## config.mk

```make
export PLATFORM = sky130hd
export DESIGN_NAME = pll_phase_ctrl_flat
export DESIGN_NICKNAME = d
export VERILOG_FILES = /design/src/rtl/pll_phase_ctrl_if.sv /design/src/rtl/pll_phase_ctrl.sv /design/src/flat_wrapper.sv
export SDC_FILE = /design/constraint.sdc
export NUM_CORES = 1
export LEC_CHECK = 0
export CAP_MARGIN = 5
export CORE_MARGIN = 1.5
export CORE_UTILIZATION = 30
export DETAILED_ROUTE_END_ITERATION = 7
export MAX_ROUTING_LAYER = met4
export PLACE_DENSITY = 0.56
export SETUP_SLACK_MARGIN = 0.05
export SKIP_CTS_REPAIR_TIMING = 1
export SYNTH_ARGS = -nofsm -noshare
export SYNTH_HDL_FRONTEND = slang
export SYNTH_SLANG_ARGS = --single-unit
```

## constraint.sdc

```tcl
create_clock -name clk -period 4.5 [get_ports clk]
set_input_delay 0.675 -clock clk [delete_from_list [all_inputs] [get_ports clk]]
set_output_delay 0.675 -clock clk [all_outputs]
set_load 0.02 [all_outputs]
```

## src/rtl/pll_phase_ctrl_if.sv

```systemverilog
`default_nettype none
// ============================================================================
// Module      : pll_phase_ctrl_if
// Description : Phase-step request channel between fabric users and the PLL
//               phase controller. The user side (master) offers a request
//               with req_valid/req_ch/req_dir/req_steps. The controller side
//               (slave) answers with req_ready and the done/err/abort status
//               pulses.
// Signals     : req_valid  user -> ctrl  request valid
//               req_ready  ctrl -> user  request can be accepted
//               req_ch     user -> ctrl  target output channel (PSSEL code)
//               req_dir    user -> ctrl  1 = advance (+1), 0 = retard (-1)
//               req_steps  user -> ctrl  number of steps, 0 allowed
//               done       ctrl -> user  one-cycle pulse, request completed
//               err        ctrl -> user  one-cycle pulse, channel rejected
//               abort      ctrl -> user  one-cycle pulse, killed by lock loss
// Revision    : 1.0  initial release
// ============================================================================
interface pll_phase_ctrl_if #(
    parameter int STEP_W = 8
);
    logic              req_valid;
    logic              req_ready;
    logic [2:0]        req_ch;
    logic              req_dir;
    logic [STEP_W-1:0] req_steps;
    logic              done;
    logic              err;
    logic              abort;

    modport master (
        output req_valid, req_ch, req_dir, req_steps,
        input  req_ready, done, err, abort
    );

    modport slave (
        input  req_valid, req_ch, req_dir, req_steps,
        output req_ready, done, err, abort
    );
endinterface
`default_nettype wire

```

## src/rtl/pll_phase_ctrl.sv

```systemverilog
`default_nettype none
// ============================================================================
// Module      : pll_phase_ctrl
// Description : Fabric PLL dynamic phase-shift controller. Sequences the PLL
//               out of reset, watches LOCK (with timeout and retry), turns
//               each accepted phase-step request into PSSEL/PSDIR/PSPULSE
//               activity and keeps a per-channel phase position that can be
//               read back combinationally.
// Ports       : clk        system clock, single domain
//               rst        synchronous active-high reset
//               pll_lock   PLL LOCK (asynchronous, synchronised here)
//               pll_reset  PLL RESET
//               pssel      PLL PSSEL
//               psdir      PLL PSDIR (1 = advance)
//               pspulse    PLL PSPULSE
//               req        request channel (slave side)
//               locked     synchronised lock while operational
//               fault      sticky lock-timeout flag
//               rd_ch      position read-back channel select
//               rd_pos     position of rd_ch, 0 for unused codes
// Revision    : 1.0  initial release
// ============================================================================
module pll_phase_ctrl #(
    parameter int NUM_CH       = 7,
    parameter int STEP_W       = 8,
    parameter int POS_W        = 6,
    parameter int RST_CYC      = 16,
    parameter int LOCK_TIMEOUT = 4096,
    parameter int SETUP_CYC    = 2,
    parameter int PULSE_HI     = 4,
    parameter int PULSE_GAP    = 8
) (
    input  wire logic             clk,
    input  wire logic             rst,
    input  wire logic             pll_lock,
    output logic                  pll_reset,
    output logic [2:0]            pssel,
    output logic                  psdir,
    output logic                  pspulse,
    pll_phase_ctrl_if.slave       req,
    output logic                  locked,
    output logic                  fault,
    input  wire logic [2:0]       rd_ch,
    output logic [POS_W-1:0]      rd_pos
);

    // One shared down-the-line counter serves every timed state, so it is
    // sized for the longest interval.
    localparam int c_cnt_max_a = (RST_CYC > LOCK_TIMEOUT) ? RST_CYC : LOCK_TIMEOUT;
    localparam int c_cnt_max_b = (PULSE_HI > PULSE_GAP) ? PULSE_HI : PULSE_GAP;
    localparam int c_cnt_max_c = (c_cnt_max_b > SETUP_CYC) ? c_cnt_max_b : SETUP_CYC;
    localparam int c_cnt_max   = (c_cnt_max_a > c_cnt_max_c) ? c_cnt_max_a : c_cnt_max_c;
    localparam int c_cnt_w     = $clog2(c_cnt_max + 1);

    localparam logic [c_cnt_w-1:0] c_rst_last   = c_cnt_w'(RST_CYC - 1);
    localparam logic [c_cnt_w-1:0] c_to_last    = c_cnt_w'(LOCK_TIMEOUT - 1);
    localparam logic [c_cnt_w-1:0] c_setup_last = c_cnt_w'(SETUP_CYC - 1);
    localparam logic [c_cnt_w-1:0] c_hi_last    = c_cnt_w'(PULSE_HI - 1);
    localparam logic [c_cnt_w-1:0] c_gap_last   = c_cnt_w'(PULSE_GAP - 1);

    localparam logic [2:0] c_st_rst_pll   = 3'd0;
    localparam logic [2:0] c_st_wait_lock = 3'd1;
    localparam logic [2:0] c_st_idle      = 3'd2;
    localparam logic [2:0] c_st_setup     = 3'd3;
    localparam logic [2:0] c_st_phi       = 3'd4;
    localparam logic [2:0] c_st_plo       = 3'd5;

    logic               r_lock_meta;
    logic               r_lock_sync;
    logic [2:0]         r_state;
    logic [2:0]         w_next_state;
    logic [c_cnt_w-1:0] r_cnt;
    logic [c_cnt_w-1:0] w_cnt_next;
    logic [STEP_W-1:0]  r_rem;
    logic [2:0]         r_pssel;
    logic               r_psdir;
    logic               r_done_zero;
    logic               r_err;
    logic               r_abort;
    logic               r_fault;
    logic [POS_W-1:0]   r_pos [NUM_CH];

    logic               w_ch_bad;
    logic               w_load;
    logic               w_err_set;
    logic               w_done_zero_set;
    logic               w_done_last;
    logic               w_abort_set;
    logic               w_fault_set;
    logic               w_step;
    logic               w_clr_pos;
    logic [POS_W-1:0]   w_rd_pos;

    // ------------------------------------------------------------------
    // LOCK synchroniser
    // ------------------------------------------------------------------
    always_ff @(posedge clk) begin
        if (rst) begin
            r_lock_meta <= 1'b0;
            r_lock_sync <= 1'b0;
        end else begin
            r_lock_meta <= pll_lock;
            r_lock_sync <= r_lock_meta;
        end
    end

    assign w_ch_bad = (int'(req.req_ch) >= NUM_CH);

    // ------------------------------------------------------------------
    // Next-state / strobe logic
    // ------------------------------------------------------------------
    always_comb begin
        w_next_state    = r_state;
        w_cnt_next      = r_cnt + c_cnt_w'(1);
        w_load          = 1'b0;
        w_err_set       = 1'b0;
        w_done_zero_set = 1'b0;
        w_done_last     = 1'b0;
        w_abort_set     = 1'b0;
        w_fault_set     = 1'b0;
        w_step          = 1'b0;
        w_clr_pos       = 1'b0;

        case (r_state)
            c_st_rst_pll: begin
                if (r_cnt == c_rst_last) begin
                    w_next_state = c_st_wait_lock;
                    w_cnt_next   = '0;
                end
            end

            c_st_wait_lock: begin
                if (r_lock_sync) begin
                    w_next_state = c_st_idle;
                    w_cnt_next   = '0;
                end else if (r_cnt == c_to_last) begin
                    w_next_state = c_st_rst_pll;
                    w_cnt_next   = '0;
                    w_fault_set  = 1'b1;
                    w_clr_pos    = 1'b1;
                end
            end

            c_st_idle: begin
                w_cnt_next = '0;
                if (!r_lock_sync) begin
                    w_next_state = c_st_rst_pll;
                    w_clr_pos    = 1'b1;
                end else if (req.req_valid) begin
                    // Rejected and zero-step requests complete without
                    // leaving IDLE; only real work enters SETUP.
                    if (w_ch_bad) begin
                        w_err_set = 1'b1;
                    end else if (req.req_steps == '0) begin
                        w_done_zero_set = 1'b1;
                    end else begin
                        w_load       = 1'b1;
                        w_next_state = c_st_setup;
                    end
                end
            end

            c_st_setup: begin
                if (!r_lock_sync) begin
                    w_next_state = c_st_rst_pll;
                    w_cnt_next   = '0;
                    w_abort_set  = 1'b1;
                    w_clr_pos    = 1'b1;
                end else if (r_cnt == c_setup_last) begin
                    w_next_state = c_st_phi;
                    w_cnt_next   = '0;
                end
            end

            c_st_phi: begin
                if (!r_lock_sync) begin
                    w_next_state = c_st_rst_pll;
                    w_cnt_next   = '0;
                    w_abort_set  = 1'b1;
                    w_clr_pos    = 1'b1;
                end else if (r_cnt == c_hi_last) begin
                    w_next_state = c_st_plo;
                    w_cnt_next   = '0;
                    w_step       = 1'b1;
                end
            end

            c_st_plo: begin
                if (!r_lock_sync) begin
                    w_next_state = c_st_rst_pll;
                    w_cnt_next   = '0;
                    w_abort_set  = 1'b1;
                    w_clr_pos    = 1'b1;
                end else if (r_cnt == c_gap_last) begin
                    w_cnt_next = '0;
                    if (r_rem != '0) begin
                        w_next_state = c_st_phi;
                    end else begin
                        w_next_state = c_st_idle;
                        // done is raised in the final gap cycle itself so
                        // the completion latency is SETUP + N*(HI+GAP).
                        w_done_last  = !rst;
                    end
                end
            end

            default: begin
                w_next_state = c_st_rst_pll;
                w_cnt_next   = '0;
                w_clr_pos    = 1'b1;
            end
        endcase
    end

    // ------------------------------------------------------------------
    // State and datapath registers
    // ------------------------------------------------------------------
    always_ff @(posedge clk) begin
        if (rst) begin
            r_state     <= c_st_rst_pll;
            r_cnt       <= '0;
            r_rem       <= '0;
            r_pssel     <= '0;
            r_psdir     <= 1'b0;
            r_done_zero <= 1'b0;
            r_err       <= 1'b0;
            r_abort     <= 1'b0;
            r_fault     <= 1'b0;
        end else begin
            r_state     <= w_next_state;
            r_cnt       <= w_cnt_next;
            r_done_zero <= w_done_zero_set;
            r_err       <= w_err_set;
            r_abort     <= w_abort_set;
            if (w_fault_set) begin
                r_fault <= 1'b1;
            end
            if (w_load) begin
                r_pssel <= req.req_ch;
                r_psdir <= req.req_dir;
                r_rem   <= req.req_steps;
            end else if (w_step) begin
                r_rem <= r_rem - STEP_W'(1);
            end
        end
    end

    // Per-channel phase positions, wrapping modulo 2^POS_W.
    always_ff @(posedge clk) begin
        for (int i = 0; i < NUM_CH; i++) begin
            if (rst || w_clr_pos) begin
                r_pos[i] <= '0;
            end else if (w_step && (int'(r_pssel) == i)) begin
                r_pos[i] <= r_psdir ? (r_pos[i] + POS_W'(1)) : (r_pos[i] - POS_W'(1));
            end
        end
    end

    always_comb begin
        w_rd_pos = '0;
        for (int i = 0; i < NUM_CH; i++) begin
            if (int'(rd_ch) == i) begin
                w_rd_pos = r_pos[i];
            end
        end
    end

    // ------------------------------------------------------------------
    // Outputs
    // ------------------------------------------------------------------
    // pspulse is gated by the synchronised lock so a lock drop silences the
    // pulse before the FSM has even left PHI.
    assign pll_reset     = (r_state == c_st_rst_pll);
    assign pspulse       = (r_state == c_st_phi) && r_lock_sync;
    assign pssel         = r_pssel;
    assign psdir         = r_psdir;
    assign locked        = r_lock_sync && ((r_state == c_st_idle) || (r_state == c_st_setup) ||
                                           (r_state == c_st_phi)  || (r_state == c_st_plo));
    assign fault         = r_fault;
    assign rd_pos        = w_rd_pos;
    assign req.req_ready = (r_state == c_st_idle) && r_lock_sync;
    assign req.done      = r_done_zero | w_done_last;
    assign req.err       = r_err;
    assign req.abort     = r_abort;

endmodule
`default_nettype wire

```

## src/flat_wrapper.sv

```systemverilog
// flat-port wrapper written by rule: the top's interface ports become plain ports
module pll_phase_ctrl_flat 
#(
    parameter int NUM_CH       = 7,
    parameter int STEP_W       = 8,
    parameter int POS_W        = 6,
    parameter int RST_CYC      = 16,
    parameter int LOCK_TIMEOUT = 4096,
    parameter int SETUP_CYC    = 2,
    parameter int PULSE_HI     = 4,
    parameter int PULSE_GAP    = 8
)
  (clk, rst, pll_lock, pll_reset, pssel, psdir, pspulse, locked, fault, rd_ch, rd_pos, req_req_valid, req_req_ch, req_req_dir, req_req_steps, req_req_ready, req_done, req_err, req_abort);
  pll_phase_ctrl_if #(.STEP_W(STEP_W)) req_i ();
  input  wire logic clk;
  input  wire logic rst;
  input  wire logic pll_lock;
  output logic pll_reset;
  output logic [2:0] pssel;
  output logic psdir;
  output logic pspulse;
  output logic locked;
  output logic fault;
  input  wire logic [2:0] rd_ch;
  output logic [POS_W-1:0] rd_pos;
  input wire logic [$bits(req_i.req_valid)-1:0] req_req_valid;
  input wire logic [$bits(req_i.req_ch)-1:0] req_req_ch;
  input wire logic [$bits(req_i.req_dir)-1:0] req_req_dir;
  input wire logic [$bits(req_i.req_steps)-1:0] req_req_steps;
  output wire logic [$bits(req_i.req_ready)-1:0] req_req_ready;
  output wire logic [$bits(req_i.done)-1:0] req_done;
  output wire logic [$bits(req_i.err)-1:0] req_err;
  output wire logic [$bits(req_i.abort)-1:0] req_abort;
  assign req_i.req_valid = req_req_valid;
  assign req_i.req_ch = req_req_ch;
  assign req_i.req_dir = req_req_dir;
  assign req_i.req_steps = req_req_steps;
  assign req_req_ready = req_i.req_ready;
  assign req_done = req_i.done;
  assign req_err = req_i.err;
  assign req_abort = req_i.abort;
  pll_phase_ctrl #(.NUM_CH(NUM_CH), .STEP_W(STEP_W), .POS_W(POS_W), .RST_CYC(RST_CYC), .LOCK_TIMEOUT(LOCK_TIMEOUT), .SETUP_CYC(SETUP_CYC), .PULSE_HI(PULSE_HI), .PULSE_GAP(PULSE_GAP)) u_core (.clk(clk), .rst(rst), .pll_lock(pll_lock), .pll_reset(pll_reset), .pssel(pssel), .psdir(psdir), .pspulse(pspulse), .req(req_i), .locked(locked), .fault(fault), .rd_ch(rd_ch), .rd_pos(rd_pos));
endmodule
```

* After elaboration in Yosys (flattened, before gate mapping)
Memory sizes are Yosys's and may differ from the RTL's.
Cells that the tools add are included.
** Cells by class
- $add $sub $neg :: 16
- Reduce and logical (&&, ||, !) cells :: 27
- Multiplexer cells :: 90
- $lt $le $gt $ge :: 1
- Bitwise gates (word level) :: 12
- Equal/unequal tests :: 30
** Operator list (number)
- two-way mux 6 bit :: 21
- two-way mux 13 bit :: 9
- one-hot mux 13 bit (5 select lines) :: 1
- adder 6 x 1 -> 6 bit (second input constant) :: 7
- two-way mux 3 bit :: 14
- subtractor 6 x 1 -> 6 bit (second input constant) :: 7
- two-way mux 1 bit :: 41
- == test 3 bit (second input constant) :: 10
- == test 3 x 2 -> 1 bit (second input constant) :: 6
- != test 3 bit (second input constant) :: 6
- one-hot mux 3 bit (6 select lines) :: 1
- two-way mux 8 bit :: 2
- adder 13 x 1 -> 13 bit (second input constant) :: 1
- == test 13 x 1 -> 1 bit (second input constant) :: 1
- == test 13 x 12 -> 1 bit (second input constant) :: 1
- == test 13 x 2 -> 1 bit (second input constant) :: 1
- == test 13 x 3 -> 1 bit (second input constant) :: 1
- == test 13 x 4 -> 1 bit (second input constant) :: 1
- logical AND 1 bit :: 10
- logical NOT 3 bit :: 3
- logical NOT 8 bit :: 1
- bitwise OR 1 bit :: 8
- AND reduction 8 bit :: 1
- nonzero test 8 bit :: 1
- 14 further kinds :: 21
** Word-level totals
- Input bits :: 19
- Output and inout bits :: 18
- Flip-flop bits (word level) :: 34
- Logic and storage cells :: 188
- Memories :: 1
- Bits in writable memories :: 42
** Memories
- u_core.r_pos :: depth 7, bits a word 6, read ports 7, clocked after memory_dff 0, write ports 7, line pll_phase_ctrl.sv:81 : logic [POS_W-1:0] r_pos [NUM_CH];

* Logic depth before layout (Yosys ltp)
Gate-level depths: netlist of the first run.
- Word-level depth :: 9
- Mapped depth :: 8
- Depth with buffers taken out :: 7

* Worst setup path after synthesis of the first run
No wires, ideal clock.
- Path kind :: reg2reg
- From :: register u_core.r_psdir (netlist: u_core.psdir)
- To :: memory u_core.r_pos[5][5] (netlist: u_core.r_pos[1][11]), data pin
- Cell stages (with the launch flop) :: 9
- Buffers on the path :: 1
- Arrival time :: 2575 ps
- Setup slack :: 1665 ps
- Cell sequence :: dfxtp_1 > clkbuf_1 > inv_1 > ha_1 > a21o_1 > a21oi_1 > o21ai_0 > xnor2_1 > nor2_1
** RTL lines
- start: declaration :: line pll_phase_ctrl.sv:76 : logic r_psdir;
- start signal: assignment :: line pll_phase_ctrl.sv:240 : r_psdir <= req.req_dir;
- end: declaration :: line pll_phase_ctrl.sv:81

* Worst setup path after layout of the first run
- From :: input port rd_ch[1]
- To :: output port rd_pos[5]
** On the way
- Word-level cells in the longest chain between the ends :: 8
- Elaborated cells between the ends (all ways) :: 14
- Classes of those cells :: eq/ne (6); mux (7); reduce/logical (1)
** Ends and longest elaborated chain
- start: declaration :: line flat_wrapper.sv:24 : input wire logic [2:0] rd_ch;
- logical NOT 3 bit :: line pll_phase_ctrl.sv:262 : if (int'(rd_ch) == i) begin
- two-way mux 6 bit (6 in a row) :: line pll_phase_ctrl.sv:262
- two-way mux 6 bit (*) :: line pll_phase_ctrl.sv:262
- end: declaration :: line flat_wrapper.sv:25 : output logic [POS_W-1:0] rd_pos;
Mark *: on every way between the ends. The rest lies on a longest branch, timed or not.

==> results of run 1 <==
## cell usage after synthesis, types with 3 or more instances
library cell,n
o21ai_0,11
a21o_1,14
xnor2_1,30
nor2_1,77
xor2_1,20
buf_2,7
edfxtp_1,42
mux4_2,6
nand3_1,15
a21oi_1,40
or3_1,4
nor3_1,7
nand4_1,9
o211ai_1,4
nor4_1,6
mux2i_1,7
fa_1,7
inv_1,18
ha_1,32
a211oi_1,3
dfxtp_1,34
and3_1,5
nand2_1,37
a31oi_1,3
nor2b_1,8
clkbuf_1,6
## cells by family (layout without fill, tap and decap cells)
kind of cell | after synthesis | in the layout
xor gates and xnor gates | 50 | 50
buffers and inverters | 35 | 73
DFF | 76 | 76
muxes | 16 | 16
adders and majority gates | 40 | 40
and+or+nand+nor | 182 | 182
AOI/OAI and AO/OA | 89 | 89
## layer usage
layer | GRT usage | wire (microns) | vias to the layer above | share of wire
li1 | - | - | 1815 | -
met1 | 0.181 | 5300 | 1661 | 0.50
met2 | 0.221 | 4970 | 54 | 0.46
met3 | 0.0287 | 319 | 14 | 0.030
met4 | 0.0364 | 114 | 0 | 0.011
met5 | - | 0 | - | 0
## layout by cell type (no fill, tap or decap), types with 8 or more instances in the layout
| cell | n |
|---|---|
| nand4_1 | 9 |
| clkbuf_16 | 11 |
| a21o_1 | 14 |
| edfxtp_1 | 42 |
| a21oi_1 | 40 |
| dfxtp_1 | 34 |
| nor2b_1 | 8 |
| ha_1 | 32 |
| xor2_1 | 20 |
| clkdlybuf4s50_1 | 36 |
| o21ai_0 | 11 |
| inv_1 | 17 |
| nand2_1 | 37 |
| nand3_1 | 15 |
| xnor2_1 | 30 |
| nor2_1 | 77 |
## state kept, by name, indices dropped and copies added, names as in the netlist
register	count
u_core.fault	1
u_core.psdir	1
u_core.pssel	3
u_core.r_cnt	13
u_core.r_done_zero	1
u_core.r_lock_meta	1
u_core.r_lock_sync	1
u_core.r_pos	42
u_core.r_rem	8
u_core.r_state	3
u_core.req.abort	1
u_core.req.err	1
## where the power goes
| group | leakage (nW) | internal (mW) | total (mW) | switching [mW] |
|---|---|---|---|---|
| Sequential | 0.708 | 0.752 | 0.777 | 0.0258 |
| Combinational | 1.26 | 0.0930 | 0.190 | 0.0975 |
| Clock | 0.156 | 0.456 | 0.758 | 0.302 |
| Total | 2.13 | 1.30 | 1.73 | 0.425 |
## how the worst max path moves through the flow
stage / endpoint / cells past startpoint / startpoint
after floorplan: u_core.r_pos[1][11]$_SDFFCE_PN0P_ / 8 / u_core.psdir$_SDFFE_PP0P_
after global placement: rd_pos[5] / 4 / rd_ch[1]
after detailed placement: rd_pos[5] / 4 / rd_ch[1]
after CTS: rd_pos[5] / 4 / rd_ch[1]
after global routing: rd_pos[0] / 6 / rd_ch[0]
final: rd_pos[5] / 4 / rd_ch[1]
## per-stage QoR
stage	instances	instance area (sq um)	power, mW	hold WS, ns	utilization
after CTS	737	5630	1.74	0.453	0.368
after global placement	721	5320	0.979	0.438	0.347
after detailed placement	721	5320	0.984	0.449	0.347
after global routing	737	5630	1.79	0.472	0.368
final	737	5630	1.73	0.445	0.368
after floorplan	488	4750	0.920	0.414	-
## cell type report
cell class              instances  area [sq um]
clock buffers                  12           289
clock inverters                 4          25.0
fillers                      1544          9680
inverters                      18          67.6
multi-input cells             377          2660
flip-flops and latches         76          1940
well taps                     211           264
repair buffers                 39           383
## worst max-delay path: cells and delay by family
| family | cells | cell delay (ns) |
|---|---|---|
| buf+inv | 2 | 1.43 |
| mux | 2 | 0.86 |
==> qor.txt, run 1 <==
fin worst setup slack: 0.866 ns
largest area contributor in the netlist: edfxtp_1
Yosys warning count: 0
Final Max Slew Viols: 0
CP cell instances: clkdlybuf4s50_1 > mux4_2 > mux2_2 > clkdlybuf4s50_1
drt pass-1 iters: 4
diode count: 0
Sink Count: 76
Total Die Area: 0.0166 sq mm
Synth area leaders: edfxtp_1, dfxtp_1, ha_1
Synth Flop Type: edfxtp_1
I/O Buffers: 36
Max Clock Skew: 0.00817 ns
CP max FO: 13
Hold EP: u_core.r_lock_sync$_SDFF_PP0_
vias in the first global route: 3455
RSZ-0062 raised after global routing: false
Rows: 45
H-Tree Depth: 3
setup TNS: 0 ns
total gr overflow: 0
core area: 0.0153 sq mm
initial antenna violation count: 0
Hold Path Class: reg -> reg
Post-Syn Area: 0.00475 sq mm
adder-cell share of the synthesized area: 0.116
Fmax achieved: 275 MHz
via/cell ratio: 4.81
Slew HR: 0.352
Initial Util: 0.310
post-synth top area share: 0.266
post-synthesis simple-gate area fraction: 0.182
Avg Inst Size Synth: 9.73 sq um
maximum vdd ir drop: 177 uV
Pleak: 2.13 nW
syn nets: 546
xor and xnor area share after synthesis: 0.0923
Final period util: 0.807
EDFF count, synth: 42
PD cells: 307 mW/mm^2
I/O pin total: 37
Reg clk slew, reported paths: 0.06 ns
starting DRC count in detailed routing: 134
reg2reg start: u_core.r_cnt[0]$_SDFF_PP0_
nets: 579
post-synthesis compound-gate area fraction: 0.118
Routed Antenna Nets: 0
kind of critical path: in -> out
CP dominant cell by count: clkdlybuf4s50_1
Yosys cell types: 57
multiplexer area fraction after synthesis: 0.0511
CP max stage cell: clkdlybuf4s50_1
post-detail-place hpwl: 8.11 mm
post-synthesis sequential area ratio: 0.409
CP Capture Type: primary output
synthesis-stage register bit count: 76
fin crit period: 3.63 ns
Mapped Cells: 488
Syn-to-layout area delta: 18.6%
routed len/inst: 14.5 microns
fraction of synthesis flops using an asynchronous set or reset pin: 0
outcome: finished clean
largest family of logic cells by synthesized area: simple AND/OR/NAND/NOR gates
CP peak stage delay: 0.88 ns
Clk Latency, worst-skew pair: 0.34 ns
share of cells above drive strength 1: 0.0760
Worst-Margin Slew: 0.972 ns
first-pass GRT wire length: 17.4 mm
All-Layer GR Usage: 0.139
Register-to-Register Path Depth: 6
reg-to-reg setup timing slack: 1.75 ns
DRC viols: 0
chip height: 129 microns
final weighted congestion in routability-driven placement: 0.806
WL final: 10.7 mm
Worst EP required: 3.83 ns
dpl ws: 0.863 ns
chip width: 129 microns
Startpoint Class: primary input
final setup fails: 0
largest net degree at the start of global routing: 21
CTS tree: done
hold path depth: 1
Reg-to-Reg End: u_core.r_pos[1][11]$_SDFFCE_PN0P_
total CTS buffers: 9
Vias: 3544
final hold vios: 0
Worst Hold Launch: u_core.r_lock_meta$_SDFF_PP0_
max cap viols: 0
Root Buffer: clkbuf_16
data arrival time of the critical path: 2.96 ns
CTS max path bufs: 2
Note: power is estimated with default switching activity, not from simulation.
==> run 2: changes to the inputs <==
clock period = 3.48 ns   (was 4.5 ns; I/O delays follow)
==> run 2 against run 1 <==
  * Largest power group unchanged
  * Worst hold slack got worse by 0.0080 ns
  * Critical endpoint is now rd_pos[1]
  * Register-to-register slack got worse by 0.73 ns
  * Via count increased by 1.6%
  * Sequential share of layout area increased by 0.077 points
  * Final area decreased by 0.22%
  * Final cell count increased by 0.81%
  * Critical path depth increased by 2
  * Sequential power increased by 30%
  * Global-route usage increased by 0.80 points
  * Non-clock buffer count increased by 6
  * Wire length increased by 2.5%
==> qor.txt, run 2 (synthesis results as in run 1) <==
RSZ-0062 raised after global routing: false
routed len/inst: 14.8 microns (+1.6%)
total CTS buffers: 9 (unchanged)
Hold EP: u_core.r_lock_sync$_SDFF_PP0_
share of cells above drive strength 1: 0.0733 (-0.00274)
vias in the first global route: 3582 (+3.7%)
hold path depth: 1 (unchanged)
maximum vdd ir drop: 252 uV (+42%)
All-Layer GR Usage: 0.147 (+0.00800)
Worst-Margin Slew: 0.579 ns (-0.392 ns)
Register-to-Register Path Depth: 5 (-1)
largest net degree at the start of global routing: 23 (+9.5%)
nets: 585 (+1.0%)
Multi-input gate area: 0.00266 sq mm (-0.19%)
data arrival time of the critical path: 2.63 ns (-0.33 ns)
chip height: 129 microns (unchanged)
CP Capture Type: primary output
DRC viols: 0 (unchanged)
Vias: 3602 (+1.6%)
Biggest register: u_core.r_pos
number of fill cells: 1568 (+1.6%)
outcome: finished clean
dpl ws: 0.303 ns (-0.559 ns)
Initial Util: 0.310 (unchanged)
total gr overflow: 0 (unchanged)
CP max FO: 9 (-4)
Reg-to-Reg End: u_core.r_pos[1][7]$_SDFFCE_PN0P_
Hold Path Class: reg -> reg
most frequent cells in the layout: nor2_1, edfxtp_1, a21oi_1, nand2_1, clkdlybuf4s50_1
I/O Buffers: 36 (unchanged)
final hold vios: 0 (unchanged)
Fmax achieved: 317 MHz
initial antenna violation count: 0 (unchanged)
most common cell after layout, fill and taps aside: nor2_1
Root Buffer: clkbuf_16
Routed Antenna Nets: 0 (unchanged)
drt pass-1 iters: 4 (unchanged)
Rows: 45 (unchanged)
CTS max path bufs: 2 (unchanged)
kind of critical path: in -> out
Startpoint Class: primary input
chip width: 129 microns (unchanged)
setup TNS: 0 ns (unchanged)
Final period util: 0.906
reg-to-reg setup timing slack: 1.02 ns (-0.73 ns)
post-detail-place hpwl: 8.28 mm (+2.2%)
H-Tree Depth: 3 (unchanged)
Clk Latency, worst-skew pair: 0.34 ns (about the same)
I/O pin total: 37 (unchanged)
CTS tree: done
final weighted congestion in routability-driven placement: 0.778 (-3.5%)
Final Max Slew Viols: 0 (unchanged)
Slew HR: 0.610 (+0.258)
Pleak: 2.12 nW (-0.25%)
fin worst setup slack: 0.329 ns (-0.538 ns)
reg2reg start: u_core.r_state[1]$_SDFFE_PP0P_
Syn-to-layout area delta: 18.4%
Largest register FFs: 42 (unchanged)
via/cell ratio: 4.85 (+0.82%)
fin crit period: 3.15 ns
PD cells: 377 mW/mm^2 (+23%)
WL final: 11.0 mm (+2.5%)
max cap viols: 0 (unchanged)
Worst EP required: 2.96 ns (-0.87 ns)
Reg clk slew, reported paths: 0.05 ns (about the same)
first-pass GRT wire length: 18.4 mm (+5.6%)
Total Die Area: 0.0166 sq mm (unchanged)
Worst Hold Launch: u_core.r_lock_meta$_SDFF_PP0_
core area: 0.0153 sq mm (unchanged)
final setup fails: 0 (unchanged)
top flop regs: u_core.r_pos x42, u_core.r_cnt x13, u_core.r_rem x8
diode count: 0 (unchanged)
FF+latch area: 0.00194 sq mm (unchanged)
Max Clock Skew: 0.00590 ns (-0.00227 ns)
starting DRC count in detailed routing: 173 (+29%)
Sink Count: 76 (unchanged)
[run 2: layer usage]
layer	up-vias	track usage	part of all wire	wire, microns
li1	1826	-	-	-
met1	1693	0.185	0.48	5260
met2	66	0.232	0.47	5130
met3	17	0.0366	0.037	406
met4	0	0.0476	0.017	182
met5	-	-	0	0
[run 2: worst max-delay path by stage]
stage,startpoint,end,cells after the start,slack [ns]
2_1_floorplan,u_core.psdir$_SDFFE_PP0P_,u_core.r_pos[1][11]$_SDFFCE_PN0P_,8,0.65
3_3_place_gp,rd_ch[0],rd_pos[1],6,0.37
3_5_place_dp,rd_ch[0],rd_pos[1],6,0.30
4_1_cts,rd_ch[0],rd_pos[1],6,0.30
5_1_grt,u_core.r_rem[2]$_SDFFE_PP0P_,req_done,4,0.20
6_report,rd_ch[0],rd_pos[1],6,0.33
[run 2: per-stage QoR]
stage,std cells,hold slack [ns],power (mW),instance area (sq um),util
2_1_floorplan,488,0.414,1.19,4750,-
3_3_place_gp,727,0.420,1.27,5360,0.350
3_5_place_dp,727,0.429,1.28,5360,0.350
4_1_cts,743,0.442,2.14,5620,0.367
5_1_grt,743,0.450,2.21,5620,0.367
6_report,743,0.437,2.12,5620,0.367
[run 2: where the power goes]
| group | total [mW] | internal (mW) | switching (mW) |
|---|---|---|---|
| Clock | 0.862 | 0.505 | 0.357 |
| Combinational | 0.249 | 0.123 | 0.126 |
| Sequential | 1.01 | 0.972 | 0.0350 |
| Total | 2.12 | 1.60 | 0.518 |
[run 2: critical path, cell delays in order]
cell             delay [ns]
clkdlybuf4s50_1        0.66
buf_4                  0.22
mux4_2                 0.51
nor2_1                 0.11
a21oi_1                0.06
clkdlybuf4s50_1        0.55
[run 2: cell type report]
class                      instances  share of cell area
sequential                        76               0.346
tap                              211              0.0470
multi-input combinational        377               0.473
timing repair buffer              45              0.0762
clock buffer                      16              0.0465
inverter                          18              0.0120
